**config.mk**
```make
export PLATFORM = sky130hd
export DESIGN_NAME = crossbar_arbiter
export DESIGN_NICKNAME = d
export VERILOG_FILES = /design/src/rtl/crossbar_arbiter.sv
export SDC_FILE = /design/constraint.sdc
export NUM_CORES = 1
export LEC_CHECK = 0
export ABC_CLOCK_PERIOD_IN_PS = 2500
export CAP_MARGIN = 5
export CORE_ASPECT_RATIO = 2
export CORE_MARGIN = 2
export CORE_UTILIZATION = 50
export CTS_CLUSTER_SIZE = 8
export DETAILED_ROUTE_END_ITERATION = 8
export MAX_ROUTING_LAYER = met4
export PLACE_DENSITY_LB_ADDON = 0.1
export SLEW_MARGIN = 20
export SYNTH_ARGS = -nofsm -noshare
export SYNTH_HDL_FRONTEND = slang
export SYNTH_SLANG_ARGS = --single-unit
```
**constraint.sdc**
```tcl
create_clock -name clock -period 2.5 [get_ports clock]
set_input_delay 0.5 -clock clock [delete_from_list [all_inputs] [get_ports clock]]
set_output_delay 0.5 -clock clock [all_outputs]
set_load 0.03 [all_outputs]
```
**src/rtl/crossbar_arbiter.sv**
```systemverilog
// Round-robin arbiter sharing one crossbar config port among R requesters.
// Keeps the output-ownership table and issues one put per granted request.
module crossbar_arbiter #(
    parameter int W     = 3,
    parameter int N_IN  = 4,
    parameter int N_OUT = 4,
    parameter int R     = 4
) (
    input  logic               clock,
    input  logic               reset,
    input  logic [R-1:0]       req,
    input  logic [R*W-1:0]     req_from,
    input  logic [R*W-1:0]     req_to,
    output logic [R-1:0]       ack,
    output logic [R-1:0]       nak,
    output logic [W-1:0]       cb_from,
    output logic [W-1:0]       cb_to,
    output logic               cb_put,
    output logic [N_OUT-1:0]   owned,
    output logic               busy
);

    localparam int IW = $clog2(R);
    localparam logic signed [W:0] NIN_S  = (W+1)'(N_IN);
    localparam logic signed [W:0] NOUT_S = (W+1)'(N_OUT);

    typedef enum logic [1:0] {IDLE, ISSUE, DONE} state_t;

    state_t                state;
    logic [IW-1:0]         ptr;
    logic [IW-1:0]         id;
    logic [IW-1:0]         pick;
    logic                  found;
    logic signed [W-1:0]   lfrom;
    logic signed [W-1:0]   lto;
    logic signed [W:0]     fx;
    logic signed [W:0]     tx;
    logic                  fv;
    logic                  tv;
    logic [N_OUT-1:0]      tsel;
    logic [N_OUT-1:0]      own_vld;
    logic [IW-1:0]         own_id [N_OUT];
    logic                  hit_vld;
    logic                  hit_me;
    logic                  ok;
    logic                  put;
    logic                  set;
    logic                  clr;

    assign busy  = (state != IDLE);
    assign owned = own_vld;

    // Descending scan so the closest requester at or after ptr wins.
    always_comb begin
        pick  = '0;
        found = 1'b0;
        for (int i = R - 1; i >= 0; i--) begin
            if (req[(int'(ptr) + i) % R]) begin
                pick  = IW'((int'(ptr) + i) % R);
                found = 1'b1;
            end
        end
    end

    always_comb begin
        fx      = {lfrom[W-1], lfrom};
        tx      = {lto[W-1], lto};
        fv      = !lfrom[W-1] && (fx < NIN_S);
        tv      = !lto[W-1] && (tx < NOUT_S);
        tsel    = '0;
        hit_me  = 1'b0;
        for (int o = 0; o < N_OUT; o++) begin
            tsel[o] = tv && (lto == W'(o));
            if (tsel[o] && own_vld[o] && own_id[o] == id)
                hit_me = 1'b1;
        end
        hit_vld = |(own_vld & tsel);
    end

    // A foreign owner blocks both subscribe and unsubscribe.
    always_comb begin
        ok  = 1'b0;
        put = 1'b0;
        set = 1'b0;
        clr = 1'b0;
        if (tv) begin
            if (fv) begin
                if (!hit_vld || hit_me) begin
                    ok  = 1'b1;
                    put = 1'b1;
                    set = 1'b1;
                end
            end else if (hit_me) begin
                ok  = 1'b1;
                put = 1'b1;
                clr = 1'b1;
            end else if (!hit_vld) begin
                ok  = 1'b1;
            end
        end
    end

    always_ff @(posedge clock) begin
        if (reset) begin
            state   <= IDLE;
            ptr     <= '0;
            id      <= '0;
            lfrom   <= '0;
            lto     <= '0;
            ack     <= '0;
            nak     <= '0;
            cb_put  <= 1'b0;
            cb_from <= '0;
            cb_to   <= '0;
            own_vld <= '0;
            for (int o = 0; o < N_OUT; o++)
                own_id[o] <= '0;
        end else begin
            unique case (state)
                IDLE: begin
                    if (found) begin
                        id    <= pick;
                        lfrom <= req_from[int'(pick)*W +: W];
                        lto   <= req_to[int'(pick)*W +: W];
                        state <= ISSUE;
                    end
                end
                ISSUE: begin
                    for (int o = 0; o < N_OUT; o++) begin
                        if (tsel[o] && set) begin
                            own_vld[o] <= 1'b1;
                            own_id[o]  <= id;
                        end
                        if (tsel[o] && clr)
                            own_vld[o] <= 1'b0;
                    end
                    ack    <= ok ? (R'(1) << id) : '0;
                    nak    <= ok ? '0 : (R'(1) << id);
                    cb_put <= put;
                    if (put) begin
                        cb_from <= set ? lfrom : '1;
                        cb_to   <= lto;
                    end
                    ptr   <= (id == IW'(R - 1)) ? '0 : id + IW'(1);
                    state <= DONE;
                end
                DONE: begin
                    ack    <= '0;
                    nak    <= '0;
                    cb_put <= 1'b0;
                    state  <= IDLE;
                end
                default: state <= IDLE;
            endcase
        end
    end

endmodule

```
=== Yosys cells after proc, flatten, opt, wreduce, memory -nomap -nowiden ===
Memories as Yosys holds them, arrays and structs flattened.
Index checks and enable logic that the tools add are counted.

* Bits in registers: 31
* Bits in writable memories: 8
* Input bits: 30
* Output and inout bits: 20
* Word-level logic and storage cells: 166
* Memories kept: 1

* Add/subtract/negate cells: 4
* $mul: 1
* Order comparisons: 6
* Eq/ne operators: 11
* Shift operators: 3
* Multiplexer cells: 74
* Bitwise operators: 8
* Reduce and logical (&&, ||, !) cells: 44

{| class="wikitable"
|+ Memories
! name !! words !! bits a word !! read ports !! clocked after Yosys merged registers in !! wr ports !! RTL line !! source
|-
| own_id || 4 || 2 || 4 || 0 || 4 || 42 || <nowiki>logic [IW-1:0] own_id [N_OUT];</nowiki>
|}

{| class="wikitable"
|+ Operator list
! cell !! number
|-
| two-way mux 1 bit || 53
|-
| indexed part select 12 x 32 -> 3 bit || 1
|-
| logical AND 1 bit || 22
|-
| < comparator 3 x 4 -> 1 bit (second input constant) || 5
|-
| two-way mux 2 bit || 10
|-
| case mux 4 bit (2 select lines) || 2
|-
| AND reduction 2 bit || 6
|-
| nonzero test 2 bit || 6
|-
| indexed part select 12 x 5 -> 3 bit || 1
|-
| binary-select mux 1 bit (select 2 bit) || 4
|-
| equality test 2 bit || 4
|-
| two-way mux 4 bit || 2
|-
| equality test 3 bit (second input constant) || 2
|-
| OR reduction 2 bit || 3
|-
| adder 2 x 1 -> 2 bit (second input constant) || 2
|-
| adder 2 bit (second input constant) || 2
|-
| AND 4 bit || 1
|-
| equality test 2 bit (second input constant) || 2
|-
| multiplier 2 x 2 -> 4 bit (second input constant) || 1
|-
| OR 1 bit || 4
|-
| case mux 2 bit (2 select lines) || 1
|-
| OR reduction 4 bit || 1
|-
| left shift 1 x 2 -> 4 bit (first input constant) || 1
|-
| AND 1 bit (first input constant) || 3
|-
| 10 further kinds || 12
|}

=== Logic depth before layout (Yosys ltp) ===
* Depth in word-level cells: 19
* Mapped depth: 7

=== Least setup slack after synthesis ===
OpenSTA, ideal clock, no wires.

* Kind: register -> register
* From: register own_vld[3], in the netlist owned[3]
* To: memory own_id[3][0] (netlist bit) (enable)
* Arrival: 1.548 ns
* Setup slack: 0.614 ns
* Cell stages (with the launch flop): 5
* Path buffers: 0
* Path through: dfxtp_1 > mux4_2 > nor2_1 > nor2_1 > o31ai_1

{| class="wikitable"
|+ RTL lines
! item !! RTL line !! source
|-
| from (decl) || 41 || <nowiki>logic [N_OUT-1:0] own_vld;</nowiki>
|-
| from (signal assigned) || 115 || <nowiki>own_vld <= '0;</nowiki>
|-
| from (signal, indexed assignment) || 131 || <nowiki>own_vld[o] <= 1'b1;</nowiki>
|-
| from (signal, indexed assignment) || 135 || <nowiki>own_vld[o] <= 1'b0;</nowiki>
|-
| to (decl) || 42 ||
|}

=== Worst setup path after layout ===
* From: register state[0]
* To: output port busy

* Cells in the longest elaborated chain, start to end: 1

{| class="wikitable"
|+ RTL lines
! item !! RTL line !! source
|-
| from (decl) || 29 || <nowiki>state_t state;</nowiki>
|-
| from (signal assigned) || 105 || <nowiki>state <= IDLE;</nowiki>
|-
| from (signal assigned) || 125 || <nowiki>state <= ISSUE;</nowiki>
|-
| from (signal assigned) || 145 || <nowiki>state <= DONE;</nowiki>
|-
| nonzero test 2 bit || 50 || <nowiki>assign busy = (state != IDLE);</nowiki>
|-
| to (decl) || 20 || <nowiki>output logic busy</nowiki>
|}

Every way passes these cells.

==> results.cfg <==
[synth]
synth_area_leaders = dfxtp_1 29%, edfxtp_1 11%, mux2i_1 6.5%, ha_1 4.6%, nand3_1 4.1%
dominant_combinational_cell_family_by_area_after_synthesis = simple AND/OR/NAND/NOR gates
synth_warnings = 0
syn_area_sq_um = 2170
synth.lib_cells_used.distinct = 48
synth_compound_gate_area_share_pct = 16.7
syn_nets = 270
synth.mux.area_fraction_pct = 8.01
synth_top_cell_area_share_pct = 28.6
post_synth.cell_area_avg_sq_um = 9.36
ys_seq_elements = 39
top_cell_type_by_total_area_after_synthesis = dfxtp_1
synth_adder_area_share_pct = 4.61
post_synth_xor_area_fraction_pct = 3.23
synth_simple_gate_area_share_pct = 20.2
netlist_instances = 232
seq_total_area_yosys_pct = 39.7

[sta]
finalMaxSlewViolations = 0
clock.fmax_mhz = 444
final-setup-viol-count = 0
grt_setup_unrepaired = no
period_share_pct = 90.0
worst_pin_slew_ps = 597
timing.clock.skew_ps = 7.91
final.setup.tns_ps = 0
finalWorstPathRequiredPeriod_ps = 2250
slew_headroom_pct = 60.2
hold_viol = 0

[clocking]
cts.reportedPaths.clkPinSlew_ps = 70
clock-root-buffer = clkbuf_8
post-cts-setup-buffers = 0
postCtsHoldBufs = 0
cts_tree = yes
tritoncts_num_sinks = 39
cts_buffer_depth = 2
cts-resized-gates = 0
numCtsBuffers = 5
worstSkewPairLatency_ps = 290
h-tree-depth = 2

[setup_path]
critical_path.max_stage_delay_ps = 680
worst-path-stages = 4
path_cells = inv_1 > ha_1 > inv_1 > clkdlybuf4s50_1
critPathKind = register to primary output
path_common_cell = inv_1
crit_path_top_delay_cell = clkdlybuf4s50_1
cp_data_required_time_ps = 2000
worst-r2r-cell-count = 4
worst-endpoint-arrival_ps = 1750
endpoint_kind = primary output
crit_fanout = 5
critPathLaunchType = register
critical_path_buf_inv_count = 3
cell_family_contributing_the_most_delay_on_the_critical_path = buffers and inverters

[pwr]
power.static_leakage_nw = 1.04
fin_total_pwr_mw = 1.66
swShare_pct = 32.7
power.share.clock_pct = 24.2
power_density_nw_per_um2 = 588
switching_power_mw = 0.541
vdd_ir_drop_max_v = 0.000548
pwr-share-seq_pct = 44.8
cell_internal_power_mw = 1.12
comb_power_share_pct = 31.0

[finish]
post_route_cells_drive_above_1_share_pct = 9.79
regArea_sq_um = 861
nFillCells = 356
antennaDiodeCount = 0
layout.cells.non_filler = 338
multi_input_area_sq_um = 1140
post-route-util_pct = 68.3
areaGrowthSynthToFinish_pct = 29.9
leading_cell_type_in_the_layout_fill_and_taps_excluded = clkdlybuf4s50_1
most-common-layout-cells = 49 x clkdlybuf4s50_1, 31 x dfxtp_1, 20 x inv_1, 20 x nor2_1, 18 x nand3_1
final_net_count = 323

[die]
rows = 33
die_extent_in_y_microns = 97.2
num_io_pins = 50
start_util_pct = 52.6
chipWidth_microns = 50.6
core_sq_um = 4130
floorplan.die_area_sq_um = 4920

[grt]
global_route_wire_length_before_repair_microns = 9000
antenna_found_initial = 0
gr-usage-all-layers_pct = 24.2
globalRoute.totalOverflow = 0
grt_max_degree = 20
number_of_global_route_vias_before_repair = 1957

[hold_path]
hold_path_depth = 2
timing.hold.worst.class = register to register

[place]
port_buffers = 49
gpl.final_weighted_congestion = 0.864
detailed_place_hpwl_microns = 4040
place_inst = 330

[drt]
routedWlPerCell_microns = 15.6
detail_route.drc_violations = 0
drc_violation_total_after_the_first_tritonroute_iteration = 15
viasPerCell = 5.81
routed_wirelength_microns = 5290
final_antenna_net_count = 0
vias = 1965
drt_first_pass_iters = 4

[run_status]
outcome = completed

[flow_run]
cap_violations = 0
[final cells by class]
cell class | count | share of cell area, %
Tap cell | 52 | 2.31
Clock buffer | 6 | 2.57
Multi-Input combinational cell | 156 | 40.6
Inverter | 21 | 2.80
Sequential cell | 39 | 30.5
Timing Repair Buffer | 62 | 20.9
Clock inverter | 2 | 0.311
[power groups by stage]
stage | combinational [mW] | clock, mW | sequential, mW
global route | 0.560 | 0.440 | 0.748
detailed placement | 0.512 | 0 | 0.757
global placement | 0.503 | 0 | 0.755
finish | 0.513 | 0.401 | 0.743
CTS | 0.515 | 0.411 | 0.743
floorplan | 0.297 | 0 | 0.775
[kinds of logic after synthesis]
logic type | Yosys count
AO/OA/AOI/OAI | 45
multiplexers | 16
adder cells (fa/ha/maj) | 8
XOR/XNOR | 8
flip-flops | 39
AND/OR/NAND/NOR | 79
buffers and inverters | 37
[flip-flops by register name, summed over array words and instances, names as in the netlist, 2 cells and up]
register / cells
ack: 4
nak: 4
id: 2
ptr: 2
lto: 3
state: 2
own_id: 8
cb_from: 3
cb_to: 3
lfrom: 3
owned: 4
[tightest hold or removal path: cells and delay by family (launching register included)]
kind	cells	cell delay, ps
compound gates	1	70
buf+inv	1	50
flops	1	310
[synthesized netlist by cell type (all sizes together)]
library cell,count
edfxtp,8
a31oi,1
or2,1
or3,2
o211ai,5
a211oi,1
a41o,1
a21oi,10
ha,8
dfxtp,31
nand3b,1
clkbuf,7
nor4,3
nor2b,1
a32o,4
xnor2,8
a311o,1
inv,21
a41oi,1
o32ai,8
or4b,2
a21boi,1
nor2,20
mux4,1
a221oi,2
mux2,1
and3b,1
or4,2
nand2b,2
nand3,18
o21ai,2
mux2i,14
o221ai,3
nor3b,4
and3,3
nand2,10
o2bb2a,1
nor3,2
o31ai,4
nand4,5
buf,9
or3b,2
[path summary, 6_finish.rpt]
path,to,startpoint,slack (ps)
worst max register to register,own_id[3][1]$_SDFFCE_PN0P_,lto[0]$_SDFFE_PP0P_,460
worst min register to register,ack[3]$_SDFFE_PP0P_,ack[3]$_SDFFE_PP0P_,470
worst max-delay path,busy,state[0]$_SDFFE_PP0P_,250
worst min-delay path,ack[3]$_SDFFE_PP0P_,ack[3]$_SDFFE_PP0P_,470
[layer usage]
layer	wire, microns	vias up	GRT usage [%]
met5	0	-	-
met4	119	0	10.8
met3	200	9	3.69
met2	3030	63	42.8
met1	1940	934	25.7
li1	-	959	-
[per-stage QoR]
stage | cell area [sq um] | setup WS (ps) | hold WS (ps)
after floorplan | 2170 | 614 | 460
after global placement | 2740 | 126 | 457
final | 2820 | 249 | 475
after CTS | 2820 | 227 | 479
after global routing | 2820 | 135 | 502
after detailed placement | 2740 | 65.7 | 467
(Power assumes the default switching activity.)
